--- src/rtl/mc_ctrl_pkg.sv ---
// Shared types and constants for the multi-cycle MIPS control unit.
// Optional jump support is selected with the MC_CTRL_JUMP_EN macro.
package mc_ctrl_pkg;

    typedef enum logic [3:0] {
        S_RESET     = 4'd0,
        S_FETCH     = 4'd1,
        S_DECODE    = 4'd2,
        S_MEM_ADDR  = 4'd3,
        S_MEM_READ  = 4'd4,
        S_MEM_WB    = 4'd5,
        S_MEM_WRITE = 4'd6,
        S_EXECUTE   = 4'd7,
        S_R_WB      = 4'd8,
        S_BRANCH    = 4'd9,
        S_ADDI_EXEC = 4'd10,
        S_ADDI_WB   = 4'd11,
        S_JUMP      = 4'd12,
        S_HALT      = 4'd13
    } state_t;

    localparam logic [5:0] OP_RTYPE = 6'd0;
    localparam logic [5:0] OP_J     = 6'd2;
    localparam logic [5:0] OP_BEQ   = 6'd4;
    localparam logic [5:0] OP_ADDI  = 6'd8;
    localparam logic [5:0] OP_LW    = 6'd35;
    localparam logic [5:0] OP_SW    = 6'd43;

    localparam logic [1:0] ALU_ADD   = 2'b00;
    localparam logic [1:0] ALU_SUB   = 2'b01;
    localparam logic [1:0] ALU_FUNCT = 2'b10;

    // States that stall on the memory handshake.
    function automatic logic is_wait(state_t s);
        return (s == S_FETCH) || (s == S_MEM_READ) || (s == S_MEM_WRITE);
    endfunction

endpackage

--- src/rtl/mc_ctrl_decode.sv ---
// Combinational control-word decode: state plus mem_ready to datapath enables.
module mc_ctrl_decode
    import mc_ctrl_pkg::*;
(
    input  state_t      state,
    input  logic        mem_ready,
    output logic        pc_write,
    output logic        pc_write_cond,
    output logic        iord,
    output logic        mem_read,
    output logic        mem_write,
    output logic        mem_to_reg,
    output logic        ir_write,
    output logic        reg_dst,
    output logic        reg_write,
    output logic        alu_src_a,
    output logic [1:0]  alu_src_b,
    output logic [1:0]  alu_op,
    output logic [1:0]  pc_source,
    output logic        instr_done,
    output logic        halted
);

    always_comb begin
        pc_write      = 1'b0;
        pc_write_cond = 1'b0;
        iord          = 1'b0;
        mem_read      = 1'b0;
        mem_write     = 1'b0;
        mem_to_reg    = 1'b0;
        ir_write      = 1'b0;
        reg_dst       = 1'b0;
        reg_write     = 1'b0;
        alu_src_a     = 1'b0;
        alu_src_b     = 2'b00;
        alu_op        = ALU_ADD;
        pc_source     = 2'b00;
        instr_done    = 1'b0;
        halted        = 1'b0;
        case (state)
            S_FETCH: begin
                mem_read  = 1'b1;
                alu_src_b = 2'b01;
                ir_write  = mem_ready;
                pc_write  = mem_ready;
            end
            S_DECODE:    alu_src_b = 2'b11;
            S_MEM_ADDR, S_ADDI_EXEC: begin
                alu_src_a = 1'b1;
                alu_src_b = 2'b10;
            end
            S_MEM_READ: begin
                mem_read = 1'b1;
                iord     = 1'b1;
            end
            S_MEM_WB: begin
                reg_write  = 1'b1;
                mem_to_reg = 1'b1;
                instr_done = 1'b1;
            end
            S_MEM_WRITE: begin
                mem_write  = 1'b1;
                iord       = 1'b1;
                instr_done = mem_ready;
            end
            S_EXECUTE: begin
                alu_src_a = 1'b1;
                alu_op    = ALU_FUNCT;
            end
            S_R_WB: begin
                reg_write  = 1'b1;
                reg_dst    = 1'b1;
                instr_done = 1'b1;
            end
            S_BRANCH: begin
                alu_src_a     = 1'b1;
                alu_op        = ALU_SUB;
                pc_write_cond = 1'b1;
                pc_source     = 2'b01;
                instr_done    = 1'b1;
            end
            S_ADDI_WB: begin
                reg_write  = 1'b1;
                instr_done = 1'b1;
            end
            S_JUMP: begin
                pc_write   = 1'b1;
                pc_source  = 2'b10;
                instr_done = 1'b1;
            end
            S_HALT:      halted = 1'b1;
            default: ;
        endcase
    end

endmodule

--- src/rtl/multicycle_control.sv ---
// Multi-cycle MIPS sequencer: FSM, memory timeout trap and retire counter.
// Define MC_CTRL_JUMP_EN to dispatch opcode 2 to the JUMP state.
module multicycle_control
    import mc_ctrl_pkg::*;
#(
    parameter int MEM_TIMEOUT = 16,
    parameter int RETIRE_W    = 32
) (
    input  logic                clk,
    input  logic                rst_n,
    input  logic [5:0]          opcode,
    input  logic                mem_ready,
    output logic                pc_write,
    output logic                pc_write_cond,
    output logic                iord,
    output logic                mem_read,
    output logic                mem_write,
    output logic                mem_to_reg,
    output logic                ir_write,
    output logic                reg_dst,
    output logic                reg_write,
    output logic                alu_src_a,
    output logic [1:0]          alu_src_b,
    output logic [1:0]          alu_op,
    output logic [1:0]          pc_source,
    output logic [3:0]          state,
    output logic                illegal_op,
    output logic                instr_done,
    output logic                halted,
    output logic [RETIRE_W-1:0] retired_cnt
);

    localparam int TW = (MEM_TIMEOUT > 1) ? $clog2(MEM_TIMEOUT) : 1;

    state_t          cur_state;
    state_t          nxt_state;
    logic            is_store;
    logic [TW-1:0]   tmo_cnt;
    logic            tmo_hit;

    assign state = cur_state;

    assign tmo_hit = (MEM_TIMEOUT != 0) && is_wait(cur_state) && !mem_ready
                     && (tmo_cnt == TW'(MEM_TIMEOUT - 1));

    always_comb begin
        nxt_state  = cur_state;
        illegal_op = 1'b0;
        case (cur_state)
            S_RESET:     nxt_state = S_FETCH;
            S_FETCH:     if (mem_ready) nxt_state = S_DECODE;
            S_DECODE: begin
                case (opcode)
                    OP_LW, OP_SW: nxt_state = S_MEM_ADDR;
                    OP_RTYPE:     nxt_state = S_EXECUTE;
                    OP_BEQ:       nxt_state = S_BRANCH;
                    OP_ADDI:      nxt_state = S_ADDI_EXEC;
`ifdef MC_CTRL_JUMP_EN
                    OP_J:         nxt_state = S_JUMP;
`endif
                    default: begin
                        illegal_op = 1'b1;
                        nxt_state  = S_FETCH;
                    end
                endcase
            end
            S_MEM_ADDR:  nxt_state = is_store ? S_MEM_WRITE : S_MEM_READ;
            S_MEM_READ:  if (mem_ready) nxt_state = S_MEM_WB;
            S_MEM_WRITE: if (mem_ready) nxt_state = S_FETCH;
            S_EXECUTE:   nxt_state = S_R_WB;
            S_ADDI_EXEC: nxt_state = S_ADDI_WB;
            S_MEM_WB, S_R_WB, S_BRANCH, S_ADDI_WB, S_JUMP: nxt_state = S_FETCH;
            S_HALT:      nxt_state = S_HALT;
            default:     nxt_state = S_RESET;
        endcase
        if (tmo_hit) nxt_state = S_HALT;
    end

    always_ff @(posedge clk or negedge rst_n) begin
        if (!rst_n) begin
            cur_state   <= S_RESET;
            is_store    <= 1'b0;
            tmo_cnt     <= '0;
            retired_cnt <= '0;
        end else begin
            cur_state <= nxt_state;
            // Opcode is only valid in DECODE; remember load vs store for MEM_ADDR.
            if (cur_state == S_DECODE) is_store <= (opcode == OP_SW);
            if (nxt_state != cur_state)
                tmo_cnt <= '0;
            else if (is_wait(cur_state) && !mem_ready)
                tmo_cnt <= tmo_cnt + TW'(1);
            if (instr_done) retired_cnt <= retired_cnt + RETIRE_W'(1);
        end
    end

    mc_ctrl_decode u_decode (
        .state         (cur_state),
        .mem_ready     (mem_ready),
        .pc_write      (pc_write),
        .pc_write_cond (pc_write_cond),
        .iord          (iord),
        .mem_read      (mem_read),
        .mem_write     (mem_write),
        .mem_to_reg    (mem_to_reg),
        .ir_write      (ir_write),
        .reg_dst       (reg_dst),
        .reg_write     (reg_write),
        .alu_src_a     (alu_src_a),
        .alu_src_b     (alu_src_b),
        .alu_op        (alu_op),
        .pc_source     (pc_source),
        .instr_done    (instr_done),
        .halted        (halted)
    );

endmodule
--- config.mk ---
export PLATFORM = sky130hd
export DESIGN_NAME = multicycle_control
export DESIGN_NICKNAME = d
export VERILOG_FILES = /design/src/rtl/mc_ctrl_pkg.sv /design/src/rtl/mc_ctrl_decode.sv /design/src/rtl/multicycle_control.sv
export SDC_FILE = /design/constraint.sdc
export NUM_CORES = 1
export LEC_CHECK = 0
export CORE_MARGIN = 3
export CORE_UTILIZATION = 45
export CTS_BUF_LIST = sky130_fd_sc_hd__clkbuf_2
export CTS_CLUSTER_SIZE = 28
export DETAILED_ROUTE_END_ITERATION = 10
export HOLD_SLACK_MARGIN = 0.02
export PLACE_DENSITY = 0.75
export SLEW_MARGIN = 20
export SYNTH_ARGS = -nofsm -noshare
export SYNTH_HDL_FRONTEND = slang
export SYNTH_SLANG_ARGS = --single-unit
--- constraint.sdc ---
create_clock -name clk -period 2.9 [get_ports clk]
set_input_delay 0.58 -clock clk [delete_from_list [all_inputs] [get_ports clk]]
set_output_delay 0.58 -clock clk [all_outputs]
set_load 0.02 [all_outputs]
* Word-level counts from Yosys, hierarchy flattened *
Cells that the tools add are included.

operators by class
  eq/ne operators = 19
  bitwise operators = 0
  multiplexer cells = 26
  div/mod/pow operators = 0
  $lt $le $gt $ge = 0
  $add $sub $neg = 2
  multipliers = 0
  reductions and logical operators = 17
  shift operators = 0

operators with widths
  kind                                                 count
  one-hot mux 4 bit (9 select lines)                   1
  adder 32 x 1 -> 32 bit, second input constant        1
  equality test 4 bit, second input constant           7
  2-to-1 mux 4 bit                                     6
  equality test 4 x 3 -> 1 bit, second input constant  4
  one-hot mux 4 bit (4 select lines)                   1
  equality test 6 bit, second input constant           2
  2-to-1 mux 1 bit                                     12
  OR reduction 5 bit                                   2
  equality test 4 x 2 -> 1 bit, second input constant  2
  one-hot mux 2 bit (2 select lines)                   2
  OR reduction 2 bit                                   4
  equality test 6 x 3 -> 1 bit, second input constant  1
  equality test 6 x 4 -> 1 bit, second input constant  1
  logical NOT 6 bit                                    1
  one-hot mux 2 bit (3 select lines)                   1
  OR reduction 6 bit                                   1
  adder 4 x 1 -> 4 bit, second input constant          1
  equality test 4 x 1 -> 1 bit, second input constant  1
  logical NOT 4 bit                                    1
  != test 4 bit                                        1
  one-hot mux 1 bit (2 select lines)                   2
  OR reduction 4 bit                                   1
  OR reduction 3 bit                                   1
  other kinds (5)                                      7

storage, ports and cells
  memories kept = 0
  input port bits = 9
  output and inout bits = 55
  register bits after elaboration = 41
  bits in latches = 0
  RAM bits = 0
  ROM bits = 0

* Logic depth before layout (Yosys ltp) *
  depth after elaboration = 8
  gate-level depth with buffers = 9
  mapped depth without buffers = 7

* By module *
Synthesis repeated with hierarchy kept, for this count alone.

second synthesis, totals
  cells, all modules = 250
  area, all modules = 2442.3 um^2

by module, submodules not included
  module              instances  cells each  area an instance (um^2)
  multicycle_control  1          210         2175.8
  mc_ctrl_decode      1          40          266.5

* Worst setup path after synthesis *
Ideal clock, no wire load.

  path kind = reg-to-output
  start point = reg cur_state[1], in the netlist state[1]
  end point = out pc_write
  path slack = 0.245 ns
  stages on the path, launching flop included = 6
  data required time = 2.320 ns
  arrival = 2.075 ns
  buffers on the path = 2
  cell sequence = dfrtp_1 -> buf_6 -> nand2b_1 -> clkbuf_1 -> nor4b_1 -> or2_2

on the way
  cells in the longest elaborated chain, start to end = 2
  elaborated cells on any way between the ends = 3

ends and longest elaborated chain
  element                                                                     line                      source
  start: declaration                                                          multicycle_control.sv:35  state_t cur_state;
  start signal: assignment                                                    multicycle_control.sv:86  cur_state <= nxt_state;
  equality test 4 bit / equality test 4 x 1 -> 1 bit (equally long branches)  mc_ctrl_decode.sv:40      case (state)
  one-hot mux 1 bit (2 select lines) (*)                                      mc_ctrl_decode.sv:40
  end: declaration                                                            multicycle_control.sv:13  output logic pc_write,

Every way passes the cells marked *; elsewhere a longest branch is shown, timed or not.

* Worst setup path in the final report *
  start point = reg cur_state[1], in the netlist state[1]
  end point = out ir_write

on the way
  cells in the longest elaborated chain, start to end = 2

ends and longest elaborated chain
  element                       line                      source
  equality test 4 x 1 -> 1 bit  mc_ctrl_decode.sv:40
  2-to-1 mux 1 bit              mc_ctrl_decode.sv:40
  end: declaration              multicycle_control.sv:19  output logic ir_write,

No other way between the ends.

==> reports/metrics.cfg <==
[outcome]
status=completed

[worst_setup_path]
crit_type=reg -> out
crit_required_ns=2.32
critPathArrivalTime_ns=2.17
crit_chain=nand2b_2, nor4b_2, buf_4, clkdlybuf4s50_1
crit_slowest_cell=clkdlybuf4s50_1
max_stage_delay_ns=0.59
path_max_fanout=8
cp-start-kind=flip-flop
cp-end-kind=output port

[clock_network]
clockBufferDepth=2
cts_tree=yes
htreeDepth=2
cts_made_buffers=5
numClockSinks=41
post_cts.repair.setup_buffers=0
cts-root-buf=clkbuf_2
clk_pin_slew_ns=0.19
clock_latency_ns=0.37

[logic_synthesis]
ys_warn_count=0
synth_nets=256
synth_most_common_cell=dfrtp_1
synth_area_leader_cell=dfrtp_1
ys.flop_type=dfrtp_1
ys_ff_latch=41
synth_edf_count=0
synthArstFlopShare_pct=100
synth_cell_types=51
synth.cells.most_frequent=dfrtp_1 (41), nor2_1 (26), xnor2_1 (22)
seq_area_frac_synth_pct=43.8
avgSynthCellArea_um2=9.56
syn_area_um2=2340
netlist_instances=245
yosysTopAreaCellShare_pct=43.8
synth_area_leaders=dfrtp_1 (44%), xnor2_1 (8.2%), xor2_1 (5.6%)

[sta]
hold_viol_final=0
maxSlewHeadroom_pct=40.3
finalWorstPathRequiredPeriod_ns=2.75
drv_slew=0
grt_setup_unrepaired=no
setup_tns_ns=0
fin_skew_ns=0.0136
setup_viol_count_final=0
period_share_pct=94.7
fmax_mhz=364
worst_slew_pin_slew_ns=0.895
setup_ws_ns=0.154

[finish]
post-route-util_pct=63.8
multi_input_area_um2=1240
seq_area_um2=1030
syn_to_final_growth_pct=32.9
layout-drive-gt1-share_pct=10.9
antenna_cells=0
nNetsFinal=324
nFillCells=428
fin_area_um2=3110

[global_routing]
grt_start_max_net_pins=42
antenna_found_initial=0
grt_pass1_vias=2052
overflow=0
grt_usage_pct=19.1
grt_pass1_wl_um=9680

[power_and_ir_drop]
p_leak_uw=0.00138
power_frac_seq_pct=33.5
combPwrFrac_pct=56.3
p_int_uw=1240
power.total_uw=2160
power_per_cell_area_nw_per_um2=695
switchingPower_uw=923
p_clk_share_pct=10.2
peakVddDrop_v=0.000465
p_sw_share_pct=42.7

[routing]
viasPerCell=5.31
drtAntennaViolNets=0
vias=2013
drt_iter0_drc=130
drc=0
wl_um=5440
wl_per_cell_um=14.3
first_pass_iters=4

[placement]
gp_congestion=0.773
hpwl_um=4070
dpl_cell_area_um2=3060
io_buffers=63
pre_cts_slack_ns=0.113

[floorplan]
core_area_um2=4880
dieHeight_um=78.1
boundaryPins=64
fp.dieW_um=78.1
fp.dieArea_um2=6110
fp-row-count=25
start_util_pct=48.0

[hold_path]
hold_path.class=in -> async

[run]
cap_violations=0

## registers in the layout, summed over array words and instances, names as in the netlist
name	flops
tmo_cnt	4
is_store	1
retired_cnt	32
state	4
## worst max-delay path: cells and delay by family (launching register included)
kind | cells | cell delay (ns)
buf+inv | 2 | 0.75
flops | 1 | 0.49
simple gates | 2 | 0.58
## power by group through the flow
| stage | Combinational, uW | Clock [uW] | Sequential, uW |
|---|---|---|---|
| after CTS | 1220 | 231 | 722 |
| final | 1220 | 220 | 726 |
| after detailed placement | 1210 | 0 | 731 |
| after global placement | 1200 | 0 | 731 |
| after global routing | 1310 | 254 | 742 |
| after floorplan | 726 | 0 | 767 |
## layout by cell type, fill, tap and decap left out, types with 2 or more instances in the layout
cell type | Yosys | layout
ha_1 | 2 | 2
a21oi_1 | 5 | 5
clkdlybuf4s50_1 | 0 | 59
nor2b_1 | 2 | 2
dfrtp_2 | 0 | 2
and2_1 | 5 | 5
nor2_1 | 26 | 26
mux2i_1 | 2 | 2
dlymetal6s2s_1 | 0 | 3
inv_1 | 4 | 4
xnor2_1 | 22 | 22
o21ai_1 | 2 | 2
dfrtp_1 | 41 | 39
clkbuf_2 | 0 | 5
buf_4 | 2 | 11
o21ai_0 | 4 | 4
o22ai_1 | 3 | 3
nor4b_1 | 3 | 2
nor3_1 | 9 | 9
nand2b_1 | 6 | 5
nor3_2 | 3 | 3
nand4_1 | 8 | 8
nand3b_1 | 2 | 2
or2_2 | 3 | 3
and3_1 | 9 | 9
nand3_1 | 15 | 15
nand2_1 | 17 | 17
xor2_1 | 15 | 15
## through the flow
step	hold slack (ns)	std cells
final	0.297	379
after global routing	0.320	379
after CTS	0.316	379
after detailed placement	0.456	373
after global placement	0.457	373
after floorplan	0.284	245
## timing repair
item / CTS / global route
setup endpoints to repair: 3 / 5
hold buffers: 0 / 0
gates cloned: 0 / 0
gates resized for setup: 2 / 5
## final timing paths
path                                        startpoint                           to  slack [ns]  cells after the start
max                                 state[1]$_DFF_PN0_                     ir_write        0.15                      4
min                                              rst_n  retired_cnt[29]$_DFFE_PN0P_        0.30                      1
max reg2reg                         state[0]$_DFF_PN0_       tmo_cnt[0]$_DFFE_PN0P_        0.52                      7
min reg2reg                retired_cnt[31]$_DFFE_PN0P_  retired_cnt[31]$_DFFE_PN0P_        0.48                      1
max in group asynchronous                        rst_n           state[0]$_DFF_PN0_        1.98                      1
min in group clk           retired_cnt[31]$_DFFE_PN0P_  retired_cnt[31]$_DFFE_PN0P_        0.48                      1
## cell families (layout without fill, tap and decap cells)
group                    after synthesis  count (layout)  share of synthesized area [%]
adder cells (fa/ha/maj)                2               2                           1.07
buffers and inverters                 17              84                           3.63
flip-flops                            41              41                           43.8
AND/OR/NAND/NOR                      120             120                           28.5
multiplexers                           3               3                           1.34
AO/OA/AOI/OAI                         25              25                           7.80
XOR/XNOR                              37              37                           13.8
## final cells by class
class	instances	share of cell area, %
multi-input cells	187	39.8
inverters	4	0.482
flip-flops and latches	41	33.0
clock inverters	1	0.161
well taps	67	2.69
repair buffers	74	23.0
clock buffers	5	0.804
## routing by layer
layer,vias up,routed length [um],global-route usage (%)
met5,-,0,0
li1,981,-,-
met3,6,203,3.56
met2,44,2670,30.3
met4,0,53,4.72
met1,982,2510,27.0
Power figures use the tool's default switching activity.
